File: src/rtl/decoded_inst_queue_if.sv
// Decode-to-issue bundle for the decoded instruction queue.
// Slave is the queue side; master is the decode/issue side.
interface decoded_inst_queue_if #(
   parameter int OPCODE_W   = 6,
   parameter int TYPE_W     = 4,
   parameter int REG_ADDR_W = 5,
   parameter int IMM_W      = 16,
   parameter int VALUE_W    = 32,
   parameter int PC_W       = 32,
   parameter int DEPTH      = 4
);
   localparam int WORD_W = 6 + OPCODE_W + TYPE_W + 3 * REG_ADDR_W
                         + IMM_W + VALUE_W + PC_W;
   localparam int CNT_W  = $clog2(DEPTH + 1);

   logic                  in_valid;
   logic                  in_ready;
   logic                  use_rs1;
   logic                  use_rs2;
   logic                  use_rd;
   logic                  use_imm;
   logic                  read_mem;
   logic                  write_mem;
   logic [OPCODE_W-1:0]   decoded_opcode;
   logic [TYPE_W-1:0]     inst_type;
   logic [REG_ADDR_W-1:0] rs1_addr;
   logic [REG_ADDR_W-1:0] rs2_addr;
   logic [REG_ADDR_W-1:0] rd_addr;
   logic [IMM_W-1:0]      imm;
   logic [VALUE_W-1:0]    value;
   logic [PC_W-1:0]       npc;
   logic                  flush;
   logic                  out_valid;
   logic                  out_ready;
   logic [WORD_W-1:0]     out_word;
   logic [CNT_W-1:0]      count;

   modport slave (
      input  in_valid, use_rs1, use_rs2, use_rd, use_imm,
      input  read_mem, write_mem, decoded_opcode, inst_type,
      input  rs1_addr, rs2_addr, rd_addr, imm, value, npc,
      input  flush, out_ready,
      output in_ready, out_valid, out_word, count
   );

   modport master (
      output in_valid, use_rs1, use_rs2, use_rd, use_imm,
      output read_mem, write_mem, decoded_opcode, inst_type,
      output rs1_addr, rs2_addr, rd_addr, imm, value, npc,
      output flush, out_ready,
      input  in_ready, out_valid, out_word, count
   );
endinterface

File: src/rtl/decoded_inst_queue.sv
// Packs decoded fields into one word and buffers them in order
// between decode and issue; flush drops everything for redirects.
module decoded_inst_queue #(
   parameter int OPCODE_W   = 6,
   parameter int TYPE_W     = 4,
   parameter int REG_ADDR_W = 5,
   parameter int IMM_W      = 16,
   parameter int VALUE_W    = 32,
   parameter int PC_W       = 32,
   parameter int DEPTH      = 4
) (
   input logic                clk,
   input logic                rst,
   decoded_inst_queue_if.slave bus
);
   localparam int WORD_W = 6 + OPCODE_W + TYPE_W + 3 * REG_ADDR_W
                         + IMM_W + VALUE_W + PC_W;
   localparam int CNT_W  = $clog2(DEPTH + 1);
   localparam int PTR_W  = $clog2(DEPTH);
   localparam logic [CNT_W-1:0] FULL = CNT_W'(DEPTH);

   logic [WORD_W-1:0] mem_q [DEPTH];
   logic [PTR_W-1:0]  rd_ptr_q, rd_ptr_d;
   logic [PTR_W-1:0]  wr_ptr_q, wr_ptr_d;
   logic [CNT_W-1:0]  cnt_q, cnt_d;
   logic [WORD_W-1:0] word;
   logic              push;
   logic              pop;

   assign word = {bus.npc, bus.value, bus.imm,
                  bus.rd_addr, bus.rs2_addr, bus.rs1_addr,
                  bus.inst_type, bus.decoded_opcode,
                  bus.write_mem, bus.read_mem, bus.use_imm,
                  bus.use_rd, bus.use_rs2, bus.use_rs1};

   // in_ready looks only at registered state, never at out_ready
   assign bus.in_ready  = !rst && (cnt_q < FULL);
   assign bus.out_valid = (cnt_q != '0);
   assign bus.out_word  = bus.out_valid ? mem_q[rd_ptr_q] : '0;
   assign bus.count     = cnt_q;

   assign push = bus.in_valid && bus.in_ready && !bus.flush;
   assign pop  = bus.out_valid && bus.out_ready && !bus.flush;

   always_comb begin
      rd_ptr_d = rd_ptr_q;
      wr_ptr_d = wr_ptr_q;
      cnt_d    = cnt_q;
      if (bus.flush) begin
         rd_ptr_d = '0;
         wr_ptr_d = '0;
         cnt_d    = '0;
      end else begin
         if (push) wr_ptr_d = wr_ptr_q + PTR_W'(1);
         if (pop)  rd_ptr_d = rd_ptr_q + PTR_W'(1);
         unique case ({push, pop})
            2'b10:   cnt_d = cnt_q + CNT_W'(1);
            2'b01:   cnt_d = cnt_q - CNT_W'(1);
            default: cnt_d = cnt_q;
         endcase
      end
   end

   always_ff @(posedge clk) begin
      if (rst) begin
         rd_ptr_q <= '0;
         wr_ptr_q <= '0;
         cnt_q    <= '0;
      end else begin
         rd_ptr_q <= rd_ptr_d;
         wr_ptr_q <= wr_ptr_d;
         cnt_q    <= cnt_d;
      end
   end

   // storage is left uncleared; only pointers and count reset
   always_ff @(posedge clk) begin
      if (push) mem_q[wr_ptr_q] <= word;
   end
endmodule

File: src/flat_wrapper.sv
// flat-port wrapper written by rule: the top's interface ports become plain ports
module decoded_inst_queue_flat 
#(
   parameter int OPCODE_W   = 6,
   parameter int TYPE_W     = 4,
   parameter int REG_ADDR_W = 5,
   parameter int IMM_W      = 16,
   parameter int VALUE_W    = 32,
   parameter int PC_W       = 32,
   parameter int DEPTH      = 4
)
  (clk, rst, bus_in_valid, bus_use_rs1, bus_use_rs2, bus_use_rd, bus_use_imm, bus_read_mem, bus_write_mem, bus_decoded_opcode, bus_inst_type, bus_rs1_addr, bus_rs2_addr, bus_rd_addr, bus_imm, bus_value, bus_npc, bus_flush, bus_out_ready, bus_in_ready, bus_out_valid, bus_out_word, bus_count);
  decoded_inst_queue_if #(.OPCODE_W(OPCODE_W), .TYPE_W(TYPE_W), .REG_ADDR_W(REG_ADDR_W), .IMM_W(IMM_W), .VALUE_W(VALUE_W), .PC_W(PC_W), .DEPTH(DEPTH)) bus_i ();
  input logic clk;
  input logic rst;
  input wire logic [$bits(bus_i.in_valid)-1:0] bus_in_valid;
  input wire logic [$bits(bus_i.use_rs1)-1:0] bus_use_rs1;
  input wire logic [$bits(bus_i.use_rs2)-1:0] bus_use_rs2;
  input wire logic [$bits(bus_i.use_rd)-1:0] bus_use_rd;
  input wire logic [$bits(bus_i.use_imm)-1:0] bus_use_imm;
  input wire logic [$bits(bus_i.read_mem)-1:0] bus_read_mem;
  input wire logic [$bits(bus_i.write_mem)-1:0] bus_write_mem;
  input wire logic [$bits(bus_i.decoded_opcode)-1:0] bus_decoded_opcode;
  input wire logic [$bits(bus_i.inst_type)-1:0] bus_inst_type;
  input wire logic [$bits(bus_i.rs1_addr)-1:0] bus_rs1_addr;
  input wire logic [$bits(bus_i.rs2_addr)-1:0] bus_rs2_addr;
  input wire logic [$bits(bus_i.rd_addr)-1:0] bus_rd_addr;
  input wire logic [$bits(bus_i.imm)-1:0] bus_imm;
  input wire logic [$bits(bus_i.value)-1:0] bus_value;
  input wire logic [$bits(bus_i.npc)-1:0] bus_npc;
  input wire logic [$bits(bus_i.flush)-1:0] bus_flush;
  input wire logic [$bits(bus_i.out_ready)-1:0] bus_out_ready;
  output wire logic [$bits(bus_i.in_ready)-1:0] bus_in_ready;
  output wire logic [$bits(bus_i.out_valid)-1:0] bus_out_valid;
  output wire logic [$bits(bus_i.out_word)-1:0] bus_out_word;
  output wire logic [$bits(bus_i.count)-1:0] bus_count;
  assign bus_i.in_valid = bus_in_valid;
  assign bus_i.use_rs1 = bus_use_rs1;
  assign bus_i.use_rs2 = bus_use_rs2;
  assign bus_i.use_rd = bus_use_rd;
  assign bus_i.use_imm = bus_use_imm;
  assign bus_i.read_mem = bus_read_mem;
  assign bus_i.write_mem = bus_write_mem;
  assign bus_i.decoded_opcode = bus_decoded_opcode;
  assign bus_i.inst_type = bus_inst_type;
  assign bus_i.rs1_addr = bus_rs1_addr;
  assign bus_i.rs2_addr = bus_rs2_addr;
  assign bus_i.rd_addr = bus_rd_addr;
  assign bus_i.imm = bus_imm;
  assign bus_i.value = bus_value;
  assign bus_i.npc = bus_npc;
  assign bus_i.flush = bus_flush;
  assign bus_i.out_ready = bus_out_ready;
  assign bus_in_ready = bus_i.in_ready;
  assign bus_out_valid = bus_i.out_valid;
  assign bus_out_word = bus_i.out_word;
  assign bus_count = bus_i.count;
  decoded_inst_queue #(.OPCODE_W(OPCODE_W), .TYPE_W(TYPE_W), .REG_ADDR_W(REG_ADDR_W), .IMM_W(IMM_W), .VALUE_W(VALUE_W), .PC_W(PC_W), .DEPTH(DEPTH)) u_core (.clk(clk), .rst(rst), .bus(bus_i));
endmodule
File: config.mk
export PLATFORM = sky130hd
export DESIGN_NAME = decoded_inst_queue_flat
export DESIGN_NICKNAME = d
export VERILOG_FILES = /design/src/rtl/decoded_inst_queue_if.sv /design/src/rtl/decoded_inst_queue.sv /design/src/flat_wrapper.sv
export SDC_FILE = /design/constraint.sdc
export NUM_CORES = 1
export LEC_CHECK = 0
export CORE_MARGIN = 2
export CORE_UTILIZATION = 38
export DETAILED_ROUTE_END_ITERATION = 7
export PLACE_DENSITY = 0.61
export REMOVE_ABC_BUFFERS = 1
export SYNTH_ARGS = -nofsm -noshare
export SYNTH_HDL_FRONTEND = slang
export SYNTH_SLANG_ARGS = --single-unit
export TNS_END_PERCENT = 5
File: constraint.sdc
create_clock -name clk -period 9.1 [get_ports clk]
set_input_delay 2.73 -clock clk [delete_from_list [all_inputs] [get_ports clk]]
set_output_delay 2.73 -clock clk [all_outputs]
set_load 0.03 [all_outputs]
# --- Word level (Yosys, flattened, before mapping) ---
# Memory sizes are Yosys's and may differ from the RTL's. A register that Yosys moved wholly into a read port is not among the register bits.
# Cells that the tools add are included.
classes:
  n_lt_le_gt_ge: 1
  reduce_logical: 10
  n_addsub: 4
  n_mux: 6
  n_eq_ne: 2
ops:
  columns: ["op", "count"]
  rows:
  - ["two-way mux 111 bit", 1]
  - ["case mux 3 bit (2 select lines)", 1]
  - ["logical AND 1 bit", 5]
  - ["adder 2 x 1 -> 2 bit, second input constant", 2]
  - ["two-way mux 2 bit", 2]
  - ["adder 3 x 1 -> 3 bit, second input constant", 1]
  - ["< comparator 3 bit, second input constant", 1]
  - ["nonzero test 3 bit", 1]
  - ["subtractor 3 x 1 -> 3 bit, second input constant", 1]
  - ["equality test 2 x 1 -> 1 bit, second input constant", 1]
  - ["equality test 2 bit, second input constant", 1]
  - ["logical NOT 1 bit", 2]
  - ["two-way mux 1 bit", 2]
  - ["nonzero test 2 bit", 1]
  - ["OR reduction 2 bit", 1]
totals:
  elab_cells: 27
  output_inout_bits: 116
  mem_bits_rw: 444
  regBits: 7
  mem_count: 1
  inputBits: 116
mem_list:
  columns: ["memory", "words", "width", "read_ports", "rd_clocked_by_memory_dff", "write_ports", "line", "text"]
  rows:
  - ["u_core.mem_q", 4, 111, 1, 1, 1, "decoded_inst_queue.sv:22", "logic [WORD_W-1:0] mem_q [DEPTH];"]

# --- Depth between registers and ports, before layout ---
depth:
  depth_word: 6
  mapped_depth: 10
  depth_no_buf: 9

# --- Worst setup path after synthesis ---
# OpenSTA, ideal clock, no wires.
synth_timing:
  path_kind: "input -> register"
  from: "in bus_in_valid"
  to: "mem u_core.mem_q[0][0] (netlist name) (enable)"
  setup_time_ns: 0.483
  t_required_ns: 8.617
  slack_ns: 2.912
  t_arrival_ns: 5.705
  path_buffers: 1
  path_stages: 3
  cell_sequence: "nor2b_1 clkbuf_1 and3_1"
synth_between:
  elab_chain_len: 4
synth_rtl:
  columns: ["item", "line", "text"]
  rows:
  - ["from (decl)", "flat_wrapper.sv:16", "input wire logic [$bits(bus_i.in_valid)-1:0] bus_in_valid;"]
  - ["logical AND 1 bit (2 in series)", "decoded_inst_queue.sv:42", "assign push = bus.in_valid && bus.in_ready && !bus.flush;"]
  - ["two-way mux 1 bit", "decoded_inst_queue.sv:78", "if (push) mem_q[wr_ptr_q] <= word;"]
  - ["two-way mux 1 bit (not written as such)", "decoded_inst_queue.sv:78", null]
  - ["to (decl)", "decoded_inst_queue.sv:22", null]
# Every way passes these cells.

# --- Final worst setup path ---
layout_timing:
  from: "in rst"
  to: "out bus_in_ready"
layout_between:
  elab_chain_len: 2
layout_rtl:
  columns: ["item", "line", "text"]
  rows:
  - ["from (decl)", "flat_wrapper.sv:15", "input logic rst;"]
  - ["logical NOT 1 bit", "decoded_inst_queue.sv:37", "assign bus.in_ready = !rst && (cnt_q < FULL);"]
  - ["logical AND 1 bit", "decoded_inst_queue.sv:37", null]
  - ["to (decl)", "flat_wrapper.sv:33", "output wire logic [$bits(bus_i.in_ready)-1:0] bus_in_ready;"]
# Every way passes these cells.

==> metrics.json <==
{
  "clock_tree.htree_level_count": 2,
  "chip_height_um": 217,
  "synth-seq-cells": 453,
  "critical_path.cell_chain": "clkdlybuf4s50_1, nor2_1, clkdlybuf4s50_1",
  "crit_path_frequent_cell": "sky130_fd_sc_hd__clkdlybuf4s50_1",
  "detail_route.wirelength.met1_um": 15400,
  "design.core.area_um2": 45100,
  "regToRegSetupSlack_ns": 6.57,
  "synth.yosys.warnings": 0,
  "crit_path_max_incr_delay_ns": 0.67,
  "min_period_ns": 6.66,
  "root_buffer": "sky130_fd_sc_hd__clkbuf_16",
  "total_leakage_power_nw": 6.74,
  "pin_count_of_the_biggest_net_entering_global_routing": 75,
  "critPathRequiredTime_ns": 6.37,
  "detail_route.drc_violations": 0,
  "synth_area_leader_cell": "sky130_fd_sc_hd__edfxtp_1",
  "route.final.wire_length_um": 34600,
  "floorplan.initialDensity_pct": 38.2,
  "routed-via-count": 8141,
  "highest-signal-layer": "met5",
  "yosys.area.top_type_share_pct": 77.4,
  "netlist_area_um2": 17200,
  "io_buffers": 231,
  "timing.final.ws_setup_ns": 2.44,
  "nNetsFinal": 1132,
  "tritoncts": "built",
  "crit_path_start_kind": "input port",
  "rsz0062_at_grt": "no",
  "routability_congestion_estimate_from_global_placement": 0.684,
  "finalCritPeriodShare_pct": 73.1,
  "worst_margin_pin_slew_ns": 0.974,
  "max-cap-violations": 0,
  "hold-worst-slack_ns": 0.534,
  "async_flop_share_pct": 0,
  "cp_data_arrival_time_ns": 3.93,
  "power_mw": 4.36,
  "ant_nets": 0,
  "final-max-slew-violation-count": 0,
  "worst-r2r-cell-count": 3,
  "setup.worst_path.class": "in2out",
  "design.die.area_um2": 47000,
  "clk-insertion-delay-late_ns": 0.57,
  "worstReg2RegStart": "u_core.bus.count[2]",
  "avgRoutedWirePerCell_um": 21.0,
  "timing.clock.skew_ns": 0.0122,
  "postSynthAreaPerCell_um2": 22.8,
  "die_width_um": 217,
  "critical-path-slowest-cell": "sky130_fd_sc_hd__clkdlybuf4s50_1",
  "grt_util_all_layers_pct": 14.8,
  "hold_path_startpoint": "u_core.rd_ptr_q[0]",
  "finalSetupTns_ns": 0,
  "cts_resized": 0,
  "hold_buffers": 0,
  "max-clock-path-buffers": 3,
  "synth_edf_count": 444,
  "synth_flop_cell": "sky130_fd_sc_hd__edfxtp_1",
  "outcome": "finished, final reports clean",
  "detailedRoute.firstIterationViolations": 441,
  "ys_types": 23,
  "post_synth_main_area_contributors": "sky130_fd_sc_hd__edfxtp_1 (77%), sky130_fd_sc_hd__mux4_2 (15%), sky130_fd_sc_hd__and2_1 (4.1%), sky130_fd_sc_hd__dfxtp_1 (1.0%), sky130_fd_sc_hd__buf_6 (0.59%)",
  "detail_route.first_pass.iterations": 5,
  "finalCoreUtilization_pct": 48.2,
  "clkSinkCount": 453,
  "wl_met3_um": 2420,
  "endpoint_kind": "output port",
  "vias_in_the_first_global_route": 8703,
  "worst_setup_hold_path_clk_slew_ns": 0.06,
  "globalRouteOverflowTotal": 0,
  "detail_route.vias_per_cell": 4.93,
  "finalHoldViolCount": 0,
  "pre_cts_slack_ns": 2.45,
  "antenna_found_initial": 5,
  "min_path_type": "reg2reg",
  "maxClockFrequency_ghz": 0.150,
  "final-setup-viol-count": 0,
  "power.density_cell_area_nw_per_um2": 200,
  "grt_first_pass_wirelength_um": 52200,
  "cts_buffers": 48,
  "placement_rows": 78,
  "worst_hold_path.num_cells": 2,
  "worst-path-max-fanout": 3,
  "synth_top_cells_by_count": "sky130_fd_sc_hd__edfxtp_1 (444), sky130_fd_sc_hd__and2_1 (112), sky130_fd_sc_hd__mux4_2 (111), sky130_fd_sc_hd__clkbuf_1 (17)",
  "ys_seq_area_share_pct": 78.5,
  "max_slew_margin_pct": 35.0,
  "ios": 232,
  "netlist_instances": 756,
  "post_route_cells_drive_above_1_share_pct": 18.8,
  "postCtsSetupRepairBufs": 0,
  "worst_r2r_endpoint": "u_core.mem_q[0][17]",
  "route.met2.wl_um": 16200,
  "synthMostInstantiatedCell": "sky130_fd_sc_hd__edfxtp_1",
  "layout-area-overhead-vs-synth_pct": 26.3,
  "vdd.ir_drop.worst_mv": 0.127,
  "detailedPlacementHpwl_um": 18900
}
[layer usage]
metal  vias up  global-route usage [%]
li1       3601                       -
met1      4267                    20.1
met2       217                    22.9
met3        52                    4.82
met4         4                    4.09
met5         -                       0
[cells by family (layout without fill, tap and decap cells)]
group	count (synthesis)	in the layout	share of synthesized area, %
AOI/OAI and AO/OA	5	5	0.182
xor gates and xnor gates	5	5	0.254
adders and majority gates	6	6	0.479
buffers and inverters	44	337	1.45
DFF	453	453	78.5
muxes	112	112	14.6
other	0	2	0
and+or+nand+nor	131	131	4.60
[sequential cells by signal, summed over array words and instances (netlist names), named ones only]
signal,flops
u_core.mem_q,444
u_core.rd_ptr_q,2
u_core.bus.count,3
u_core.wr_ptr_q,2
[how the worst max path moves through the flow]
stage | startpoint | to | slack, ns
3_5_place_dp | rst | bus_in_ready | 2.45
2_1_floorplan | flip-flop | bus_out_word[0] | 0.84
4_1_cts | rst | bus_in_ready | 2.44
6_report | rst | bus_in_ready | 2.44
5_1_grt | rst | bus_in_ready | 2.37
3_3_place_gp | rst | bus_in_ready | 2.43
[worst max-delay path, delay by kind of cell]
kind                   cells  cell delay, ns
buffers and inverters      2            1.09
and+or+nand+nor            1            0.10
[final cells by class]
class,instances,area (µm²)
inverter,6,22.5
fill,3747,23300
clock buffer,62,1290
sequential,453,13500
clock inverter,27,234
timing repair buffer,242,2430
antenna,2,5.00
multi-input combinational,259,3480
tap,600,751
[metrics by stage]
stage          area [µm²]  cells
2_1_floorplan       17000    718
3_3_place_gp        20200   1560
3_5_place_dp        20200   1560
4_1_cts             21700   1649
5_1_grt             21700   1649
6_report            21700   1651
[layout by cell type, fill, tap and decap left out, drive strengths merged, types with 4 or more instances in the layout]
master,instances
dfxtp,9
clkdlybuf4s50,231
xor2,4
mux4,111
inv,8
clkbuf,62
clkinv,19
and3,4
and2,112
nor2,11
ha,5
buf,11
edfxtp,444
bufinv,4
[power by group]
group / switching [mW] / internal [mW]
logic: 0.0772 / 0.0824
registers: 0.00514 / 2.31
clock network: 0.765 / 1.12
total: 0.848 / 3.51
No activity file was read; power rests on OpenSTA's default activity.
